`src/rtl/alu_sequencer_pkg.sv`:
```
`default_nettype none
// ----------------------------------------------------------------------------
// alu_sequencer_pkg : opcode, ALU-operation and FSM-state encodings
// Revision 1.0
// ----------------------------------------------------------------------------
package alu_sequencer_pkg;

  localparam int unsigned DATA_W = 8;
  localparam int unsigned ADDR_W = 8;
  localparam int unsigned RA_W   = 2;
  localparam int unsigned OFF_W  = 5;

  localparam logic [ADDR_W-1:0] PC_STEP = 8'd1;

  typedef enum logic [2:0] {
    OP_ADD  = 3'b000,
    OP_SUB  = 3'b001,
    OP_NAND = 3'b010,
    OP_ADDI = 3'b011,
    OP_SUBI = 3'b100,
    OP_BZ   = 3'b101,
    OP_NOP  = 3'b110,
    OP_HALT = 3'b111
  } opcode_e;

  typedef enum logic [1:0] {
    ALU_ADD  = 2'b00,
    ALU_SUB  = 2'b01,
    ALU_NAND = 2'b10
  } alu_op_e;

  typedef enum logic [2:0] {
    ST_IDLE      = 3'd0,
    ST_FETCH     = 3'd1,
    ST_DECODE    = 3'd2,
    ST_EXECUTE   = 3'd3,
    ST_WRITEBACK = 3'd4,
    ST_HALT      = 3'd5
  } state_e;

  function automatic logic [ADDR_W-1:0] sext_off(input logic [OFF_W-1:0] off);
    return {{(ADDR_W-OFF_W){off[OFF_W-1]}}, off};
  endfunction

endpackage
`default_nettype wire

```
`src/rtl/alu_sequencer_if.sv`:
```
`default_nettype none
// ----------------------------------------------------------------------------
// alu_sequencer_if : instruction-fetch, register-file and ALU bus
// Revision 1.0
// ----------------------------------------------------------------------------
interface alu_sequencer_if;
  import alu_sequencer_pkg::*;

  logic              imem_req;
  logic [ADDR_W-1:0] imem_addr;
  logic              imem_valid;
  logic [DATA_W-1:0] imem_data;

  logic [RA_W-1:0]   rf_raddr1;
  logic [RA_W-1:0]   rf_raddr2;
  logic [DATA_W-1:0] rf_rdata1;
  logic [DATA_W-1:0] rf_rdata2;
  logic              rf_we;
  logic [RA_W-1:0]   rf_waddr;
  logic [DATA_W-1:0] rf_wdata;

  logic [DATA_W-1:0] alu_src1;
  logic [DATA_W-1:0] alu_src2;
  logic [RA_W-1:0]   alu_imm2;
  logic              alu_imm_sel;
  logic [1:0]        alu_op;
  logic [DATA_W-1:0] alu_result;
  logic              alu_zero;

  modport master (
    output imem_req, imem_addr,
    input  imem_valid, imem_data,
    output rf_raddr1, rf_raddr2,
    input  rf_rdata1, rf_rdata2,
    output rf_we, rf_waddr, rf_wdata,
    output alu_src1, alu_src2, alu_imm2, alu_imm_sel, alu_op,
    input  alu_result, alu_zero
  );

  modport slave (
    input  imem_req, imem_addr,
    output imem_valid, imem_data,
    input  rf_raddr1, rf_raddr2,
    output rf_rdata1, rf_rdata2,
    input  rf_we, rf_waddr, rf_wdata,
    input  alu_src1, alu_src2, alu_imm2, alu_imm_sel, alu_op,
    output alu_result, alu_zero
  );
endinterface
`default_nettype wire

```
`src/rtl/alu_sequencer_instr_decode.sv`:
```
`default_nettype none
// ----------------------------------------------------------------------------
// instr_decode : opcode to ALU control and instruction-class flags
// Revision 1.0
// ----------------------------------------------------------------------------
module instr_decode
  import alu_sequencer_pkg::*;
(
  input  logic [2:0] opcode,
  output alu_op_e    alu_op,
  output logic       imm_sel,
  output logic       is_alu,
  output logic       is_bz,
  output logic       is_halt,
  output logic       is_nop
);

  always_comb begin
    alu_op  = ALU_ADD;
    imm_sel = 1'b0;
    is_alu  = 1'b0;
    is_bz   = 1'b0;
    is_halt = 1'b0;
    is_nop  = 1'b0;
    case (opcode_e'(opcode))
      OP_ADD:  is_alu = 1'b1;
      OP_SUB:  begin alu_op = ALU_SUB;  is_alu = 1'b1; end
      OP_NAND: begin alu_op = ALU_NAND; is_alu = 1'b1; end
      OP_ADDI: begin imm_sel = 1'b1;    is_alu = 1'b1; end
      OP_SUBI: begin alu_op = ALU_SUB;  imm_sel = 1'b1; is_alu = 1'b1; end
      OP_BZ:   is_bz   = 1'b1;
      OP_NOP:  is_nop  = 1'b1;
      OP_HALT: is_halt = 1'b1;
      default: ;
    endcase
  end

endmodule
`default_nettype wire

```
`src/rtl/alu_sequencer.sv`:
```
`default_nettype none
// ----------------------------------------------------------------------------
// alu_sequencer : multi-cycle fetch / decode / execute / writeback sequencer
// Revision 1.0
// ----------------------------------------------------------------------------
module alu_sequencer
  import alu_sequencer_pkg::*;
#(
  parameter logic [ADDR_W-1:0] PC_RESET = 8'h00
) (
  input  logic              clk,
  input  logic              rst_n,
  input  logic              start,
  alu_sequencer_if.master   bus,
  output logic [ADDR_W-1:0] pc,
  output logic              halted,
  output logic              zflag
);

  state_e            state_q, state_d;
  logic [ADDR_W-1:0] pc_q, pc_d;
  logic [DATA_W-1:0] instr_q, instr_d;
  logic [DATA_W-1:0] result_q, result_d;
  logic              rzero_q, rzero_d;
  logic              zflag_q, zflag_d;

  alu_op_e           dec_alu_op;
  logic              dec_imm_sel, is_alu, is_bz, is_halt, is_nop;
  logic [RA_W-1:0]   rd, field;
  logic [OFF_W-1:0]  off;

  assign rd    = instr_q[4:3];
  assign field = instr_q[2:1];
  assign off   = instr_q[4:0];

  instr_decode u_decode (
    .opcode  (instr_q[7:5]),
    .alu_op  (dec_alu_op),
    .imm_sel (dec_imm_sel),
    .is_alu  (is_alu),
    .is_bz   (is_bz),
    .is_halt (is_halt),
    .is_nop  (is_nop)
  );

  always_ff @(posedge clk or negedge rst_n) begin
    if (!rst_n) begin
      state_q  <= ST_IDLE;
      pc_q     <= PC_RESET;
      instr_q  <= '0;
      result_q <= '0;
      rzero_q  <= 1'b0;
      zflag_q  <= 1'b0;
    end else begin
      state_q  <= state_d;
      pc_q     <= pc_d;
      instr_q  <= instr_d;
      result_q <= result_d;
      rzero_q  <= rzero_d;
      zflag_q  <= zflag_d;
    end
  end

  // Strobes decode straight from state_q so an asynchronous reset drops them at once.
  always_comb begin
    state_d         = state_q;
    pc_d            = pc_q;
    instr_d         = instr_q;
    result_d        = result_q;
    rzero_d         = rzero_q;
    zflag_d         = zflag_q;
    bus.imem_req    = 1'b0;
    bus.imem_addr   = pc_q;
    bus.rf_raddr1   = rd;
    bus.rf_raddr2   = field;
    bus.rf_we       = 1'b0;
    bus.rf_waddr    = rd;
    bus.rf_wdata    = result_q;
    bus.alu_src1    = '0;
    bus.alu_src2    = '0;
    bus.alu_imm2    = '0;
    bus.alu_imm_sel = 1'b0;
    bus.alu_op      = ALU_ADD;
    case (state_q)
      ST_IDLE, ST_HALT: begin
        if (start) begin
          pc_d    = PC_RESET;
          state_d = ST_FETCH;
        end
      end
      ST_FETCH: begin
        bus.imem_req = 1'b1;
        if (bus.imem_valid) begin
          instr_d = bus.imem_data;
          pc_d    = pc_q + PC_STEP;
          state_d = ST_DECODE;
        end
      end
      ST_DECODE: begin
        if (is_alu) begin
          state_d = ST_EXECUTE;
        end else if (is_halt) begin
          state_d = ST_HALT;
        end else if (is_bz || is_nop) begin
          state_d = ST_FETCH;
          // Branch offset is relative to the already-incremented pc.
          if (is_bz && zflag_q) pc_d = pc_q + sext_off(off);
        end
      end
      ST_EXECUTE: begin
        bus.alu_src1    = bus.rf_rdata1;
        bus.alu_src2    = bus.rf_rdata2;
        bus.alu_imm2    = field;
        bus.alu_imm_sel = dec_imm_sel;
        bus.alu_op      = dec_alu_op;
        result_d        = bus.alu_result;
        rzero_d         = bus.alu_zero;
        state_d         = ST_WRITEBACK;
      end
      ST_WRITEBACK: begin
        bus.rf_we = 1'b1;
        zflag_d   = rzero_q;
        state_d   = ST_FETCH;
      end
      default: state_d = ST_IDLE;
    endcase
  end

  assign pc     = pc_q;
  assign halted = (state_q == ST_HALT);
  assign zflag  = zflag_q;

endmodule
`default_nettype wire
```
`src/flat_wrapper.sv`:
```
// flat-port wrapper written by rule: the top's interface ports become plain ports
module alu_sequencer_flat import alu_sequencer_pkg::*;
#(
  parameter logic [ADDR_W-1:0] PC_RESET = 8'h00
)
  (clk, rst_n, start, pc, halted, zflag, bus_imem_req, bus_imem_addr, bus_imem_valid, bus_imem_data, bus_rf_raddr1, bus_rf_raddr2, bus_rf_rdata1, bus_rf_rdata2, bus_rf_we, bus_rf_waddr, bus_rf_wdata, bus_alu_src1, bus_alu_src2, bus_alu_imm2, bus_alu_imm_sel, bus_alu_op, bus_alu_result, bus_alu_zero);
  alu_sequencer_if bus_i ();
  input  logic clk;
  input  logic rst_n;
  input  logic start;
  output logic [ADDR_W-1:0] pc;
  output logic halted;
  output logic zflag;
  output wire logic [$bits(bus_i.imem_req)-1:0] bus_imem_req;
  output wire logic [$bits(bus_i.imem_addr)-1:0] bus_imem_addr;
  input wire logic [$bits(bus_i.imem_valid)-1:0] bus_imem_valid;
  input wire logic [$bits(bus_i.imem_data)-1:0] bus_imem_data;
  output wire logic [$bits(bus_i.rf_raddr1)-1:0] bus_rf_raddr1;
  output wire logic [$bits(bus_i.rf_raddr2)-1:0] bus_rf_raddr2;
  input wire logic [$bits(bus_i.rf_rdata1)-1:0] bus_rf_rdata1;
  input wire logic [$bits(bus_i.rf_rdata2)-1:0] bus_rf_rdata2;
  output wire logic [$bits(bus_i.rf_we)-1:0] bus_rf_we;
  output wire logic [$bits(bus_i.rf_waddr)-1:0] bus_rf_waddr;
  output wire logic [$bits(bus_i.rf_wdata)-1:0] bus_rf_wdata;
  output wire logic [$bits(bus_i.alu_src1)-1:0] bus_alu_src1;
  output wire logic [$bits(bus_i.alu_src2)-1:0] bus_alu_src2;
  output wire logic [$bits(bus_i.alu_imm2)-1:0] bus_alu_imm2;
  output wire logic [$bits(bus_i.alu_imm_sel)-1:0] bus_alu_imm_sel;
  output wire logic [$bits(bus_i.alu_op)-1:0] bus_alu_op;
  input wire logic [$bits(bus_i.alu_result)-1:0] bus_alu_result;
  input wire logic [$bits(bus_i.alu_zero)-1:0] bus_alu_zero;
  assign bus_imem_req = bus_i.imem_req;
  assign bus_imem_addr = bus_i.imem_addr;
  assign bus_i.imem_valid = bus_imem_valid;
  assign bus_i.imem_data = bus_imem_data;
  assign bus_rf_raddr1 = bus_i.rf_raddr1;
  assign bus_rf_raddr2 = bus_i.rf_raddr2;
  assign bus_i.rf_rdata1 = bus_rf_rdata1;
  assign bus_i.rf_rdata2 = bus_rf_rdata2;
  assign bus_rf_we = bus_i.rf_we;
  assign bus_rf_waddr = bus_i.rf_waddr;
  assign bus_rf_wdata = bus_i.rf_wdata;
  assign bus_alu_src1 = bus_i.alu_src1;
  assign bus_alu_src2 = bus_i.alu_src2;
  assign bus_alu_imm2 = bus_i.alu_imm2;
  assign bus_alu_imm_sel = bus_i.alu_imm_sel;
  assign bus_alu_op = bus_i.alu_op;
  assign bus_i.alu_result = bus_alu_result;
  assign bus_i.alu_zero = bus_alu_zero;
  alu_sequencer #(.PC_RESET(PC_RESET)) u_core (.clk(clk), .rst_n(rst_n), .start(start), .bus(bus_i), .pc(pc), .halted(halted), .zflag(zflag));
endmodule
```
`config.mk`:
```
export PLATFORM = sky130hd
export DESIGN_NAME = alu_sequencer_flat
export DESIGN_NICKNAME = d
export VERILOG_FILES = /design/src/rtl/alu_sequencer_pkg.sv /design/src/rtl/alu_sequencer_if.sv /design/src/rtl/alu_sequencer_instr_decode.sv /design/src/rtl/alu_sequencer.sv /design/src/flat_wrapper.sv
export SDC_FILE = /design/constraint.sdc
export NUM_CORES = 1
export LEC_CHECK = 0
export CAP_MARGIN = 20
export CORE_MARGIN = 4
export CORE_UTILIZATION = 40
export DETAILED_ROUTE_END_ITERATION = 10
export GPL_TIMING_DRIVEN = 0
export PLACE_DENSITY_LB_ADDON = 0.1
export SLEW_MARGIN = 20
export SYNTH_ARGS = -nofsm -noshare
export SYNTH_HDL_FRONTEND = slang
export SYNTH_SLANG_ARGS = --single-unit
```
`constraint.sdc`:
```
create_clock -name clk -period 3.5 [get_ports clk]
set_clock_uncertainty 0.05 [all_clocks]
set_input_delay 0.35 -clock clk [delete_from_list [all_inputs] [get_ports clk]]
set_output_delay 0.35 -clock clk [all_outputs]
set_load 0.01 [all_outputs]
```
==> run summary <==
Outcome = finished clean
WP data arrival = 2930 ps
Max cap viols = 0
H-tree lvl count = 2
Pwr Density = 769 nW/um2
Vias in the first global route = 1681
Hold-fix buffers, CTS = 0
CTS-repair resized insts = 0
Post-CTS Setup Bufs = 0
Worst vdd ir = 0.396 mV
GPL Wtd Cong = 0.812
Layout cells sized above 1 = 0.0990
Post-synth ARST share = 1.00
Crit-path max FO = 10
Fmax = 355 MHz
Total CTS buffers = 5
Largest family of logic cells by synthesized area = simple AND/OR/NAND/NOR gates
CORE AREA = 4380 um2
Worst path top cell family by delay = simple AND/OR/NAND/NOR gates
R2R setup slack = 690 ps
Setup violators final = 0
Slew Limit Fails = 0
Mean Syn Cell Area = 8.91 um2
RSZ-0062 raised after global routing = no
Crit-path cells = clkbuf_1, nor2_1, and3_1, ha_1, a211oi_1, o21bai_1, nor4b_1, or3_1, a221o_1
Crit path max-delay cell type = dfrtp_1
Post-synthesis simple-gate area fraction = 0.264
Synth Area in Adders = 0.0578
Total global routing overflow = 0
P&R area growth vs syn = 60.0%
Multiplexer area fraction after synthesis = 0.0557
Synth Flop Type = dfrtp_1
Leak = 1.31 nW
Synthesized area = 1820 um2
Fin Hold WS = 39.2 ps
ANT cells = 0
Fillers = 386
Compound-Gate Fraction of Synth Area = 0.109
Critical path endpoint category = flip-flop
Clk sinks = 29
First-pass iteration count of the detailed router = 2
Register bit count reported by yosys = 29
Critical path class = flip-flop to flip-flop
Worst skew pair latency = 280 ps
Reg area = 726 um2
Synth cell count leaders = 40 x nand2_1, 29 x dfrtp_1, 18 x and2_1
Post-synth cell types = 42
Die area = 5690 um2
Initial antenna violation count = 0
Hold Violations, Final = 0
Mapped Cells = 204
Final-stage net count = 346
Synth Warn # = 0
FF-to-FF End = u_core.bus.imem_addr[7]
Global-route usage over all layers = 0.174
Fin util = 0.664
Post-route clock period utilization = 0.804
Die width = 75.4 um
Final Cell Area = 2910 um2
First-pass GRT wire length = 7.49 mm
Worst Max-Slew Pin Slew = 655 ps
DIE HEIGHT = 75.4 um
Post-layout minimum cycle time = 2810 ps
Reg clk slew, reported paths = 70 ps
Initial drt markers = 77
CP peak stage delay = 370 ps
CTS max path bufs = 2
Critical R2R Launch = u_core.state_q[2]
Sequential share of the synthesized area = 0.399
DP Area = 2790 um2
Required @ worst endpoint = 3610 ps
IO Pins = 92
Row Count = 24
Max_slew headroom = 0.563
Post-synthesis xor/xnor area fraction = 0.0289
EDFF count, synth = 0
CP Launch Type = flip-flop
WL per Instance = 13.3 um
TritonCTS clock tree = yes
Largest net degree at the start of global routing = 30
Number of routed nets with antenna violations = 0
Final wirelength = 4.72 mm
Synth top area share = 0.399
Multi-input logic area = 938 um2
Worst path bufs/invs = 1
Syn_nets = 248
Vias = 1724
Hold crit path type = primary input to asynchronous set/reset pin
Via/cell ratio = 4.86
Area leader, netlist = dfrtp_1
DR DRC count = 0
DP Wirelength = 3.83 mm
Worst reg2reg path depth = 9
Buffers on Ports = 91
Power Total = 0.00224 W
Count leader, synth = nand2_1
Initial core utilization = 0.415
Top cells by area, synth = dfrtp_1 40%, nand2_1 8.3%, and2_1 6.2%, buf_4 5.8%, mux2_1 5.0%
Clk root buf = clkbuf_8
Setup TNS = 0 ps
==> per-layer routing <==
metal,vias up,GRT usage,routed length (um)
li1,865,-,-
met1,799,0.201,1920
met2,51,0.292,2350
met3,9,0.0686,371
met4,0,0.0602,76
met5,-,0,0
==> layout make-up <==
cell class,instances,area share
inverter,3,0.00387
multi-input combinational,149,0.323
timing repair buffer,91,0.311
clock buffer,6,0.0284
buffer,23,0.0490
tap,52,0.0224
sequential,29,0.249
clock inverter,2,0.0129
==> power by group <==
group	internal, W	leakage [nW]	switching (W)	total (W)
registers	0.000487	0.365	0.000131	0.000618
clock network	0.000231	0.0574	0.000134	0.000366
logic	0.000695	0.889	0.000558	0.00125
total	0.00141	1.31	0.000823	0.00224
==> registers in the layout, summed over array words and instances, names as in the netlist <==
register / flops
u_core.rzero_q: 1
u_core.bus.rf_wdata: 8
u_core.zflag: 1
u_core.bus.imem_addr: 8
u_core.state_q: 3
u_core.instr_q: 8
==> stage by stage <==
step,cells,setup slack (ps)
6_report,355,686
5_1_grt,355,438
4_1_cts,355,643
3_5_place_dp,347,701
3_3_place_gp,347,770
2_1_floorplan,204,1020
==> logic make-up (layout without fill, tap and decap cells) <==
logic type / count (synthesis) / count (layout)
and+or+nand+nor: 95 / 95
AOI/OAI and AO/OA: 31 / 31
DFF: 29 / 29
buffers and inverters: 26 / 125
muxes: 9 / 9
adders and majority gates: 8 / 8
xor gates and xnor gates: 6 / 6
==> placed cells by master, fill, tap and decap left out, drive strengths merged, types with 6 or more instances in the layout <==
master	instances
a21oi	6
mux2	9
ha	6
clkbuf	12
nor2	10
clkdlybuf4s50	90
dfrtp	29
buf	18
nand2	40
o21ai	11
and2	18
==> how the worst max path moves through the flow <==
stage                      startpoint                 endpoint  slack [ps]  cells past startpoint
finish              u_core.state_q[2]  u_core.bus.imem_addr[7]         690                      9
global route        u_core.state_q[0]          bus_alu_imm2[0]         440                      6
CTS                 u_core.state_q[0]          bus_alu_imm2[0]         640                      6
detailed placement  u_core.state_q[2]  u_core.bus.imem_addr[7]         700                      9
global placement    u_core.state_q[2]  u_core.bus.imem_addr[7]         770                      9
floorplan           u_core.state_q[2]  u_core.bus.imem_addr[7]        1020                      9
Power figures use the tool's default switching activity.
==> variant 1, RTL diff (same settings) <==
Take the reset off `result_q` and load it in a clocked block of its own.
--- a/src/rtl/alu_sequencer.sv
+++ b/src/rtl/alu_sequencer.sv
@@ -50,3 +50,2 @@
       instr_q  <= '0;
-      result_q <= '0;
       rzero_q  <= 1'b0;
@@ -57,3 +56,2 @@
       instr_q  <= instr_d;
-      result_q <= result_d;
       rzero_q  <= rzero_d;
@@ -61,2 +59,6 @@
     end
+  end
+
+  always_ff @(posedge clk) begin
+    result_q <= result_d;
   end
Behaviour: differs if rst_n is asserted again (counterexample within 10 cycles, from zero or initial values and one cycle with rst_n low); with rst_n held inactive, the same outputs for 10 cycles.
==> variant 1 against the unedited design <==
The run now ends with negative hold slack left; routed wire length fell by 3.9%; core utilization rose by 1.8 points; first-iteration DRC count fell by 29%; final cell count fell by 9.9%; hold slack got worse by 0.061 ns; sequential cell count did not move; worst setup slack got worse by 0.27 ns; count of clock-buffer cells in the layout did not move; total power fell by 10%; final area fell by 2.9%; area after synthesis fell by 2.5%; critical path type is now flip-flop to output port; largest power group unchanged.
==> variant 1: results (changes against the unedited design) <==
Placement
  • Area after DPL: 0.002746 mm² (-1.5%)
  • Pre-CTS setup slack: 0.7362 ns (+0.03507 ns)
  • DP HPWL: 3599 µm (-6.0%)

Global routing
  • GR Layer Usage met1: 19.16% (-0.94 points)
  • Global Route met3 Usage: 4.459% (-2.4 points)
  • GR Util met2: 30.83% (+1.6 points)
  • Largest net degree at the start of global routing: 22 (-27%)
  • GRT Total Usage: 16.92% (-0.45 points)
  • Vias in the first global route: 1553 (-7.6%)
  • Global-route wire length before repair: 7079 µm (-5.5%)

Run status
  • Status: complete, but fails checks
  • Violated checks: negative hold slack

Logic synthesis
  • FFs w/ async S/R, synth: 72.41% (-28 points)
  • Multiplexer share of the synthesized area: 7.481% (+1.9 points)
  • Commonest cells post-synth: dfrtp_1, and2_1, buf_4, nand2_1, mux2_2
  • Library cells used by synthesis: 40 (-4.8%)
  • Sequential area share after synthesis: 43.19% (+3.3 points)
  • Top cells by area, synth: dfrtp_1, edfxtp_1, and2_1
  • Synth Area in XOR/XNOR: 2.964% (+0.073 points)
  • Mapped Cells: 171 (-16%)

Critical path
  • CP top delay family: buffers and inverters
  • Worst Path Max Fanout: 17 (+7)

Finish
  • Share of cells above drive strength 1: 14.07% (+4.2 points)
  • Seq area share: 27.12% (+2.2 points)
  • Non-clock buffers: 113 (-0.88%)
  • Non-clk buf share: 37.26% (+1.2 points)
  • Logic inverters: 4 (+1)
  • Fin area: 0.002824 mm² (-2.9%)
  • Filler Cell Count: 354 (-8.3%)
  • Area of the multi-input gates: 845.8 µm² (-9.9%)

Route
  • Drt initial violations: 55 (-29%)
  • DRT Pass-1 Iters: 4 (+2)
  • Routed met3 length: 289 µm (-22%)
  • Total Wirelength: 4537 µm (-3.9%)
  • Metal2 WL: 2516 µm (+7.1%)

Pwr
  • Worst VDD drop: 483.2 µV (+22%)
  • P_int: 1.275 mW (-9.8%)
  • Seq pwr: 0.597 mW (-3.4%)
  • Static leakage: 1.217 nW (-7.2%)

Timing
  • Hold slack final: -0.02200 ns (-0.06120 ns)
  • Slew @ Worst Pin: 0.7292 ns (+0.07393 ns)
  • Hold violation count in the final report: 21 (+21)

Floorplanning
  • # Taps: 50 (-3.8%)
[variant 1: cell count changes in the layout (fill, tap and decap cells not counted), moves of 4 or more]
cell,unedited run,this run
mux2_2,1,10
dfrtp_1,29,21
nor2_1,9,2
o21ai_1,6,0
edfxtp_1,0,8
mux2_1,8,0
nand2b_1,4,0
nand2_1,40,15
[variant 1: path summary, 6_finish.rpt]
kind,startpoint,to,slack [ns],depth (start not counted)
worst max-delay path,u_core.state_q[1],bus_alu_src2[5],0.42,6
worst min-delay path,rst_n,u_core.bus.imem_addr[1],-0.02,1
worst max register to register,u_core.state_q[0],u_core.bus.imem_addr[5],0.97,9
worst min register to register,u_core.bus.imem_addr[7],u_core.bus.imem_addr[7],0.44,1
max in group asynchronous,rst_n,u_core.instr_q[5],3.08,1
min in group clk,u_core.bus.imem_addr[7],u_core.bus.imem_addr[7],0.44,1
==> variant 2, RTL diff (same settings) <==
Made on the original files. Register the input `start` before use, cleared by the reset. The logic sees it one clock later. The other inputs are not delayed to match.
--- a/src/rtl/alu_sequencer.sv
+++ b/src/rtl/alu_sequencer.sv
@@ -18,2 +18,12 @@
 );
+
+  logic start_q;
+
+  always_ff @(posedge clk or negedge rst_n) begin
+    if (!rst_n) begin
+      start_q <= '0;
+    end else begin
+      start_q <= start;
+    end
+  end
 
@@ -85,3 +95,3 @@
       ST_IDLE, ST_HALT: begin
-        if (start) begin
+        if (start_q) begin
           pc_d    = PC_RESET;
Behaviour: not the same (Yosys sat finds a counterexample within 4 cycles, from zero or initial values and one cycle with rst_n low).
==> variant 2 against the unedited design <==
Routed wire length decreased by 5.0%; area after synthesis up 4.0%; count of clock-buffer cells in the layout is the same; total power grew 1.9%; worst setup slack improved by 0.073 ns; sequential cell count rose by 1; final area is 1.6% higher; critical path depth fell by 4.
==> variant 2: results (changes against the unedited design) <==
Finish
  • Area of the multi-input gates: 967.2 µm² (+3.1%)
  • Non-Filler Instances: 346 (-2.5%)
  • NumNets Final: 337 (-2.6%)
  • Share of cells above drive strength 1: 16.67% (+6.8 points)

Placement
  • Routability Congestion: 0.7269 (-11%)

Logic synthesis
  • Library cells used by synthesis: 46 (+9.5%)
  • Multiplexer share of the synthesized area: 6.420% (+0.84 points)
  • Synth Area in XOR/XNOR: 2.780% (-0.11 points)
  • Commonest cells post-synth: nand2_1, dfrtp_1, and2_1
  • Adder-cell share of the synthesized area: 5.625% (-0.16 points)
  • Post-synthesis compound-gate area fraction: 11.25% (+0.31 points)
  • Synth Net Count: 239 (-3.6%)
  • Sequential area share after synthesis: 39.71% (-0.21 points)
  • Top cells by area, synth: dfrtp_1, nand2_1, buf_4

Global routing
  • Global Route met3 Usage: 5.504% (-1.4 points)
  • Global-route wire length before repair: 7797 µm (+4.1%)
  • Largest net degree at the start of global routing: 31 (+3.3%)

Route
  • DRT Pass-1 Iters: 4 (+2)
  • Metal2 WL: 2153 µm (-8.3%)
  • Drt initial violations: 71 (-7.8%)
  • Routed met3 length: 273 µm (-26%)
  • Vias/cell: 4.760 (-2.0%)

Pwr
  • Worst VDD drop: 394.4 µV (-0.52%)

Critical path
  • Critical Path AT: 2.34 ns (-0.59 ns)

Run status
  • Status: completed
variant 2: changes by cell type in the layout (fill, tap and decap cells not counted), sizes merged, moves of 4 or more:
cell,change
nand2,-5
nand2b,-4
nor2,-4
xnor2,+4
xor2,-4
variant 2: worst max-delay path, stage by stage, from the launching register on:
cell	delay, ns
dfrtp_1	0.39
buf_2	0.20
nor3b_2	0.43
clkbuf_1	0.30
and2_1	0.18
clkdlybuf4s50_1	0.55
variant 2: where the power goes:
group | internal (mW) | total, mW | switching (mW)
Combinational | 0.781 | 1.34 | 0.560
Clock | 0.158 | 0.293 | 0.135
Sequential | 0.506 | 0.647 | 0.141
variant 2: layout make-up:
type	instances	share of cell area, %
plain buffers	23	5.332
clock buffers	6	2.793
clock inverters	2	0.4232
inverters	4	0.5078
multi-input cells	138	32.71
flip-flops and latches	30	25.39
well taps	52	2.201
repair buffers	91	30.64
variant 2: final timing paths:
path                                        start                       to  slack, ns
setup / recovery                u_core.state_q[2]          bus_alu_src1[6]       0.76
hold / removal                              rst_n  u_core.bus.imem_addr[5]       0.04
setup reg to reg                u_core.state_q[1]  u_core.bus.imem_addr[4]       0.98
hold reg to reg            u_core.bus.rf_wdata[6]   u_core.bus.rf_wdata[6]       0.43
max in group asynchronous                   rst_n        u_core.instr_q[2]       2.93
min in group clk           u_core.bus.rf_wdata[6]   u_core.bus.rf_wdata[6]       0.43
variant 2: cells by family (layout without fill, tap and decap cells):
logic type | Yosys count | after routing
compound gates | 30 | 30
xor+xnor | 6 | 6
fa+ha+maj | 8 | 8
buf+inv | 27 | 126
flops | 30 | 30
mux | 11 | 11
simple gates | 83 | 83
